`config.mk`:
```
export PLATFORM = sky130hd
export DESIGN_NAME = br_cmp_search
export DESIGN_NICKNAME = d
export VERILOG_FILES = /design/src/rtl/br_cmp_search.sv
export SDC_FILE = /design/constraint.sdc
export NUM_CORES = 1
export LEC_CHECK = 0
export ABC_AREA = 1
export BUFFER_PORTS_ARGS = -buffer_cell sky130_fd_sc_hd__buf_2
export CAP_MARGIN = 0
export CORE_AREA = 2 2 84 86
export DETAILED_ROUTE_END_ITERATION = 6
export DIE_AREA = 0 0 86 88
export HOLD_SLACK_MARGIN = 0.1
export PLACE_DENSITY = 0.63
export RECOVER_POWER = 50
export SLEW_MARGIN = 20
export SYNTH_ARGS = -nofsm -noshare
export SYNTH_HDL_FRONTEND = slang
export SYNTH_SLANG_ARGS = --single-unit
```
`constraint.sdc`:
```
create_clock -name clk -period 5.25 [get_ports clk]
set_clock_uncertainty 0.1 [all_clocks]
set_input_delay 0 -clock clk [delete_from_list [all_inputs] [get_ports clk]]
set_output_delay 0 -clock clk [all_outputs]
set_load 0.03 [all_outputs]
```
`src/rtl/br_cmp_search.sv`:
```
// Bit-serial search for a hidden target value via an external lt/eq/gt comparator.
// Optional per-probe response timeout is built when BR_CMP_SEARCH_TIMEOUT_EN is defined.
module br_cmp_search #(
  parameter int WIDTH   = 8,
  parameter int TIMEOUT = 16
) (
  input  logic                         clk,
  input  logic                         rst,
  input  logic                         start,
  output logic [WIDTH-1:0]             probe,
  output logic                         probe_valid,
  input  logic                         cmp_valid,
  input  logic                         lt,
  input  logic                         eq,
  input  logic                         gt,
  output logic                         busy,
  output logic                         done,
  output logic                         found,
  output logic                         err,
  output logic [WIDTH-1:0]             result,
  output logic [$clog2(WIDTH+2)-1:0]   steps
);

  typedef enum logic [1:0] {IDLE, PROBE, CHECK, FINISH} state_t;

  localparam logic [WIDTH-1:0] MSB_MASK = {1'b1, {(WIDTH-1){1'b0}}};

  generate
    if (WIDTH < 2 || WIDTH > 16 || TIMEOUT < 1) begin : g_bad_param
      $error("br_cmp_search: illegal WIDTH or TIMEOUT");
    end
  endgenerate

  state_t           state;
  logic [WIDTH-1:0] acc;
  logic [WIDTH-1:0] mask;   // one-hot bit currently under test
  logic [WIDTH-1:0] acc_n;
  logic             accept;
  logic             resp_ok;
  logic             timeout_hit;

  assign accept  = probe_valid & cmp_valid;
  // exactly one flag: odd parity but not all three
  assign resp_ok = (lt ^ eq ^ gt) & ~(lt & eq & gt);
  assign acc_n   = lt ? (acc | mask) : acc;

`ifdef BR_CMP_SEARCH_TIMEOUT_EN
  localparam int TW = $clog2(TIMEOUT + 1);
  logic [TW-1:0] wait_cnt;

  assign timeout_hit = probe_valid & ~cmp_valid & (wait_cnt == TW'(TIMEOUT - 1));

  // Acceptance always presents a new probe (or ends the search), so it clears the count.
  always_ff @(posedge clk) begin
    if (rst || !probe_valid || accept) wait_cnt <= '0;
    else                               wait_cnt <= wait_cnt + 1'b1;
  end
`else
  assign timeout_hit = 1'b0;
`endif

  always_ff @(posedge clk) begin
    if (rst) begin
      state       <= IDLE;
      acc         <= '0;
      mask        <= '0;
      probe       <= '0;
      probe_valid <= 1'b0;
      busy        <= 1'b0;
      done        <= 1'b0;
      found       <= 1'b0;
      err         <= 1'b0;
      result      <= '0;
      steps       <= '0;
    end else begin
      done <= 1'b0;
      case (state)
        IDLE: begin
          if (start) begin
            state       <= PROBE;
            busy        <= 1'b1;
            found       <= 1'b0;
            err         <= 1'b0;
            steps       <= '0;
            acc         <= '0;
            mask        <= MSB_MASK;
            probe       <= MSB_MASK;
            probe_valid <= 1'b1;
          end
        end
        PROBE, CHECK: begin
          if (accept) begin
            steps <= steps + 1'b1;
            if (!resp_ok) begin
              err         <= 1'b1;
              found       <= 1'b0;
              result      <= acc;
              state       <= FINISH;
              probe_valid <= 1'b0;
              done        <= 1'b1;
            end else if (state == CHECK) begin
              found       <= eq;
              result      <= acc;
              state       <= FINISH;
              probe_valid <= 1'b0;
              done        <= 1'b1;
            end else if (eq) begin
              found       <= 1'b1;
              result      <= probe;
              state       <= FINISH;
              probe_valid <= 1'b0;
              done        <= 1'b1;
            end else if (mask[0]) begin
              // all bits resolved without a hit: confirm the accumulator itself
              acc   <= acc_n;
              probe <= acc_n;
              state <= CHECK;
            end else begin
              acc   <= acc_n;
              mask  <= mask >> 1;
              probe <= acc_n | (mask >> 1);
            end
          end else if (timeout_hit) begin
            err         <= 1'b1;
            found       <= 1'b0;
            result      <= acc;
            state       <= FINISH;
            probe_valid <= 1'b0;
            done        <= 1'b1;
          end
        end
        FINISH: begin
          state <= IDLE;
          busy  <= 1'b0;
        end
        default: state <= IDLE;
      endcase
    end
  end

endmodule
```
Word-level counts from Yosys, hierarchy flattened
Index checks and enable logic that the tools add are counted.
{ "word_totals": {"regBits": 43, "output_inout_bits": 25, "wordCells": 102} }
{ "op_classes": {"addsub": 1, "n_eq_ne": 13, "muxes": 52, "bitwise_logic": 11, "reduce_logical": 13} }
{ "op_table": {"columns": ["cell", "n"], "rows": [
  ["two-way mux 8 bit", 20],
  ["one-hot mux 8 bit (2 select lines)", 3],
  ["two-way mux 1 bit", 15],
  ["!= test 2 bit, second input constant", 7],
  ["two-way mux 2 bit", 6],
  ["AND reduction 3 bit", 3],
  ["two-way mux 4 bit", 2],
  ["OR 8 x 7 -> 8 bit", 1],
  ["OR 8 bit", 1],
  ["one-hot mux 1 bit (2 select lines)", 4],
  ["one-hot mux 4 bit (2 select lines)", 1],
  ["AND reduction 4 bit", 2],
  ["AND reduction 7 bit", 1],
  ["one-hot mux 2 bit (3 select lines)", 1],
  ["AND reduction 6 bit", 1],
  ["!= test 5 bit, second input constant", 1],
  ["adder 4 x 1 -> 4 bit, second input constant", 1],
  ["bitwise AND 1 bit", 4],
  ["equality test 2 bit, second input constant", 2],
  ["!= test 4 bit, second input constant", 1],
  ["nonzero test 2 bit", 2],
  ["!= test 3 x 2 -> 1 bit, second input constant", 1],
  ["NOT 1 bit", 3],
  ["OR reduction 3 bit", 1],
  ["5 further kinds", 6]
]} }

Logic depth before layout (Yosys ltp)
Gate-level depths: netlist (run 1).
{ "depth": {"word_depth": 9, "mapped_depth": 11, "depth_no_buf": 10} }

Least setup slack after synthesis (run 1)
OpenSTA, ideal clock, no wires.
{ "synth_timing": {"path_type": "register to register", "start": "register state[0]", "end": "register mask[3]", "setup_time_ns": 0.115, "t_arrival_ns": 1.507, "required_ns": 5.035, "slack_ns": 3.528, "stages_incl_launch_ff": 11, "cell_sequence": "dfxtp_1 > inv_1 > ha_1 > inv_2 > nand2_1 > nand3_2 > nor2_2 > buf_4 > nand3_1 > nand2_1 > nor2_1"} }
{ "synth_between": {"elab_chain_len": 4, "elab_cells_between_ends": 13, "classes_between": "eq/ne: 8; mux: 1; reduce/logical: 4"} }
{ "synth_rtl": {"columns": ["item", "line", "source"], "rows": [
  ["start, declared", "34", "state_t state;"],
  ["start signal, assigned", "64", "state <= IDLE;"],
  ["start signal, assigned", "80", "state <= PROBE;"],
  ["start signal, assigned", "98", "state <= FINISH;"],
  ["equality test 2 bit / equality test 2 x 1 -> 1 bit (equally long branches)", "77, 101", null],
  ["OR reduction 2 bit", "77", "case (state)"],
  ["!= test 2 bit (no line) / nonzero test 2 bit (equally long branches)", null, null],
  ["AND reduction 7 bit (no line)", null, null],
  ["end signal, assigned", "120", "mask <= mask >> 1;"],
  ["end, declared", "36", "logic [WIDTH-1:0] mask;"]
]} }
Parallel ways exist; a longest one is shown, timed or not.
A chain may end at the register's enable or synchronous reset.

Worst setup path after layout (run 1)
{ "layout_timing": {"start": "register state[1]", "end": "register mask[6]"} }
Same word-level chain as after synthesis.

==> impl_metrics.toml, run 1 <==
[detailed_routing]
ant_nets = 0
dr.pass1.iters = 4
avgViaCountPerCell = 4.74
drc = 0
vias = 2201
wl_per_cell_um = 11.6
drt-total-wl_um = 5370
drt_iter0_drc = 175

[clock_network]
clk_latency_ns = 0.30
clkTransAtPathRegs_ns = 0.09
cts_tree = "yes"
clk_path_buf_depth = 2
cts_resized = 0
h-tree-depth = 2
cts_buffers = 5
clkSinkCount = 43
clock-root-buffer = "clkbuf_8"

[synthesis]
yosys.area.top_type = "dfxtp_1"
yosysTopAreaCellShare_pct = 38.3
netlist_instances = 353
ys_warn_count = 0
synth_nets = 366
synth_seq_area_share_pct = 38.3
syn-cell-area_sq_um = 2250
synth.area.top_cells = "dfxtp_1 (38%), nand2_1 (20%), nor2_1 (7.7%), nand3_1 (7.6%), a21oi_1 (7.1%)"
ys_types = 23
avgSynthCellArea_sq_um = 6.37
synth-seq-cells = 43

[worst_setup_path]
path_delay_family = "simple AND/OR/NAND/NOR gates"
cp_slowest_cell = "ha_1"
reg2reg_depth = 9
critPathMaxStageDelay_ns = 0.59
path_cells = "inv_1 -> ha_1 -> inv_1 -> nand2_1 -> nand3_1 -> nor2_2 -> nand3_1 -> nand2_1 -> nor2_1"
endpoint_kind = "flip-flop"
required_ns = 5.35
crit_start = "state[1]"
criticalPathCategory = "reg -> reg"
start_kind = "flip-flop"
path_max_fanout = 15
cp.arrival_ns = 2.59
r2r_end = "mask[6]"
r2r_setup_slack_ns = 2.75
reg2reg_from = "state[1]"
cp_num_buf_inv = 2

[die]
dieArea_sq_um = 7570
core-area_sq_um = 6640
chipWidth_um = 86
boundaryPins = 32
die_h_um = 88
initial_utilization_pct = 33.8
num_rows = 30

[sta]
period_share_pct = 47.5
fin_ws_ns = 2.75
setup_viol = 0
tightest_slew_ns = 0.997
final_hold_viol_count = 0
max_freq_mhz = 401
period_minus_slack_ns = 2.50
slew_viol_final = 0
rsz0062_at_grt = "false"
tns_ns = 0
slew_headroom_pct = 33.5

[global_routing]
antenna_found_initial = 0
grt.total_usage_pct = 15.1
grt_pass1_vias = 2020
grt_max_degree = 39
grt_pass1_wl_um = 9270
overflow = 0

[power]
power_density_nw_per_um2 = 679
ir_worst_vdd_uv = 207
p_leak_uw = 0.00123

[final_layout]
num-nets-final = 396
drive_above_1_share_pct = 5.73
fillers = 698
fin_cells = 464
multiInputGateArea_sq_um = 1150
final_util_pct = 38.2
ff_latch_area_sq_um = 861
area_growth_pct = 13.0
antenna_cells = 0

[place]
place_inst = 450
port_buffers = 31
dp_slack_ns = 2.88
post-dp-hpwl_um = 3820
gp_congestion = 0.852

[hold_path]
min_to = "acc[2]"
hold_path.class = "in -> reg"
hold_depth = 7
min_from = "lt"

[run_status]
status = "complete, no violations"

[job]
maxCapViolCount = 0
## kinds of logic (layout without fill, tap and decap cells)
kind of cell	Yosys count	after routing	share of synthesized area (%)
AND/OR/NAND/NOR	209	209	38.8
buffers and inverters	54	85	10.1
AO/OA/AOI/OAI	41	41	9.47
flip-flops	43	43	38.3
adder cells (fa/ha/maj)	6	6	3.34
## flip-flops by register name, summed over array words and instances, names as in the netlist
signal	cells
probe	8
steps	4
probe_valid	1
state	2
mask	8
found	1
done	1
result	8
err	1
busy	1
acc	8
## power breakdown
| group | total (uW) | switching, uW | leakage, uW | internal, uW |
|---|---|---|---|---|
| Combinational | 974 | 671 | 0.000835 | 303 |
| Clock | 224 | 128 | 0.0000408 | 95.3 |
| Sequential | 527 | 88.7 | 0.000351 | 438 |
| Total | 1720 | 888 | 0.00123 | 836 |
## cell type report
| type | count | share of cell area [%] |
|---|---|---|
| well taps | 80 | 3.94 |
| repair buffers | 38 | 7.49 |
| clock buffers | 5 | 2.71 |
| multi-input cells | 256 | 45.3 |
| flip-flops and latches | 43 | 33.9 |
| inverters | 39 | 5.76 |
| clock inverters | 3 | 0.936 |
## what timing repair did
item	4_1_cts	5_1_grt
hold endpoints to repair	13	0
setup buffers	0	0
hold buffers	6	0
## synthesized netlist by cell type (all sizes together)
cell / count
o31ai: 1
nor3: 1
buf: 10
a21o: 1
nand4: 1
a211oi: 1
o21ai: 6
nand3: 37
clkbuf: 5
nand2: 119
or2: 2
inv: 39
ha: 6
dfxtp: 43
nor2: 49
a21oi: 32
## placed cells by master (no fill, tap or decap), types with 2 or more instances in the layout
| cell | Yosys | layout |
|---|---|---|
| a21oi_1 | 32 | 32 |
| buf_2 | 4 | 5 |
| clkbuf_1 | 5 | 26 |
| clkbuf_8 | 0 | 5 |
| clkinvlp_4 | 0 | 2 |
| dfxtp_1 | 43 | 43 |
| dlygate4sd3_1 | 0 | 6 |
| ha_1 | 6 | 6 |
| inv_1 | 38 | 39 |
| nand2_1 | 117 | 117 |
| nand2_2 | 2 | 2 |
| nand3_1 | 34 | 36 |
| nor2_1 | 46 | 46 |
| nor2_2 | 2 | 2 |
| o21ai_0 | 6 | 6 |
| or2_2 | 2 | 2 |
## stage by stage
| step | cell area, sq um | hold slack (ns) | power [uW] |
|---|---|---|---|
| detailed placement | 2430 | 0.247 | 1510 |
| floorplan | 2250 | 0.0998 | 1350 |
| global route | 2540 | 0.200 | 1890 |
| global placement | 2430 | 0.242 | 1500 |
| CTS | 2580 | 0.145 | 1740 |
| finish | 2540 | 0.156 | 1720 |
## layer usage
metal | up-vias | track usage, % | share of wire [%]
met5 | - | 0 | 0
met4 | 0 | 6.20 | 1.7
met3 | 9 | 3.20 | 4.3
met2 | 49 | 24.8 | 46
met1 | 981 | 19.4 | 48
li1 | 1162 | - | -
## worst max-delay path by stage
| stage | to | slack [ns] | depth (start not counted) |
|---|---|---|---|
| after global routing | mask[2] | 2.50 | 9 |
| after detailed placement | probe[0] | 2.88 | 10 |
| after floorplan | mask[3] | 3.53 | 10 |
| final | mask[6] | 2.75 | 9 |
| after CTS | probe[0] | 2.87 | 10 |
| after global placement | probe[0] | 2.93 | 10 |
## worst register-to-register path: stages, from the launching register on
cell and delay (ns):
dfxtp_1 0.37, inv_1 0.09, ha_1 0.59, inv_1 0.29
nand2_1 0.12, nand3_1 0.15, nor2_2 0.40, nand3_1 0.15
nand2_1 0.08, nor2_1 0.05
Power figures use the tool's default switching activity.
==> run 2, diff against run 1 <==
- clock period: 5.25 -> 2.5 ns (I/O delays scaled with it)
==> run 2 against run 1 <==
Register-to-register slack worse by 2.4 ns. Via count down 1.2%. Critical path depth down 3. First-iteration DRC count down 37%. Combinational power up 120%. Largest cell class unchanged. Non-clock buffer count up 7. Sequential share of layout area down 0.99 points. Highest routed layer unchanged. Sequential power up 110%. Count of clock-buffer cells in the layout up 1. Power up 120%.
==> impl_metrics.toml, run 2 (same netlist as run 1, synthesis figures left out) <==
[power]
power_frac_comb_pct = 56.8
seq_power_share_pct = 28.5
sw_frac_of_total_pct = 48.5
p_clk_share_pct = 14.7
ir_worst_vdd_uv = 401
switchingPower_uw = 1870
power_density_nw_per_um2 = 1470
p_leak_uw = 0.00128
p_int_uw = 1990

[hold_path]
hold_path.class = "in -> reg"

[worst_setup_path]
required_ns = 2.63
start_kind = "primary input"
endpoint_kind = "flip-flop"
path_max_fanout = 16
cp.arrival_ns = 2.29
criticalPathCategory = "in -> reg"
r2r_setup_slack_ns = 0.40

[clock_network]
clkTransAtPathRegs_ns = 0.08
h-tree-depth = 2
clock-root-buffer = "clkbuf_8"
cts_tree = "yes"
cts_resized = 0
cts_buffers = 5
clk_path_buf_depth = 2
clkSinkCount = 43
clk_latency_ns = 0.30

[detailed_routing]
drt_iter0_drc = 110
wl_per_cell_um = 11.5
ant_nets = 0
drc = 0
avgViaCountPerCell = 4.62
vias = 2174
drt-total-wl_um = 5420
dr.pass1.iters = 4

[place]
place_inst = 458
gp_congestion = 0.889
port_buffers = 31
post-dp-hpwl_um = 4040

[final_layout]
fillers = 729
fin_cells = 471
area_growth_pct = 16.4
antenna_cells = 0
ff_latch_area_sq_um = 861
final_common_cell = "nand2_1"
drive_above_1_share_pct = 7.67
multiInputGateArea_sq_um = 1150
num-nets-final = 403
layout_common_cells = "nand2_1 (117), nor2_1 (46), dfxtp_1 (43)"

[sta]
period_share_pct = 86.2
rsz0062_at_grt = "false"
tightest_slew_ns = 0.699
setup_viol = 0
slew_viol_final = 0
max_freq_mhz = 464
final_hold_viol_count = 0
tns_ns = 0
slew_headroom_pct = 53.4
holdWs_ns = 0.112
period_minus_slack_ns = 2.15

[die]
core-area_sq_um = 6640
die_h_um = 88
boundaryPins = 32
dieArea_sq_um = 7570
num_rows = 30
initial_utilization_pct = 33.8
chipWidth_um = 86

[run_status]
status = "complete, no violations"

[global_routing]
antenna_found_initial = 0
overflow = 0
grt_pass1_wl_um = 9180
grt_pass1_vias = 1992
grt.total_usage_pct = 15.4
grt_max_degree = 17

[job]
maxCapViolCount = 0
## run 2: final cells by class
| cell class | count | area share [%] |
|---|---|---|
| Multi-Input combinational cell | 256 | 44.1 |
| Sequential cell | 43 | 32.9 |
| Timing Repair Buffer | 45 | 9.04 |
| Inverter | 39 | 5.60 |
| Tap cell | 80 | 3.83 |
| Clock buffer | 6 | 3.16 |
| Clock inverter | 2 | 1.34 |
## run 2: metrics by stage
| step | instance area, sq um | utilization [%] | power (uW) | setup slack, ns |
|---|---|---|---|---|
| floorplan | 2250 | - | 2830 | 0.778 |
| global placement | 2490 | 37.5 | 3290 | 0.509 |
| detailed placement | 2490 | 37.5 | 3310 | 0.518 |
| CTS | 2660 | 40.0 | 3900 | 0.498 |
| global route | 2620 | 39.4 | 4220 | 0.156 |
| finish | 2620 | 39.4 | 3850 | 0.345 |
## run 2: worst paths after layout
check,endpoint,startpoint,depth (start not counted)
worst min register to register,found,found,2
worst max-delay path,mask[0],rst,6
worst min-delay path,state[1],eq,5
worst max register to register,mask[7],state[1],9
## run 2: metal layers
metal | up-vias | share of wire [%] | GRT usage, %
met5 | - | 0 | 0
met4 | 0 | 1.8 | 5.77
met1 | 949 | 49 | 19.4
li1 | 1182 | - | -
met2 | 36 | 45 | 25.5
met3 | 7 | 4.2 | 3.68
## run 2: critical path, cell delays in order
cell,delay [ns]
dlygate4sd3_1,0.53
clkbuf_1,0.30
inv_1,0.49
clkbuf_1,0.59
o21ai_0,0.22
a21oi_1,0.15
## run 2: what timing repair did
action | CTS | global route
hold endpoints to repair | 14 | 0
setup buffers | 0 | 0
hold buffers | 5 | 0
## run 2: power by group through the flow
stage / registers (uW) / clock network [uW] / logic [uW]
2_1_floorplan: 1240 / 0 / 1590
3_3_place_gp: 1110 / 0 / 2190
3_5_place_dp: 1110 / 0 / 2190
4_1_cts: 1100 / 577 / 2220
5_1_grt: 1130 / 610 / 2480
6_report: 1100 / 565 / 2190
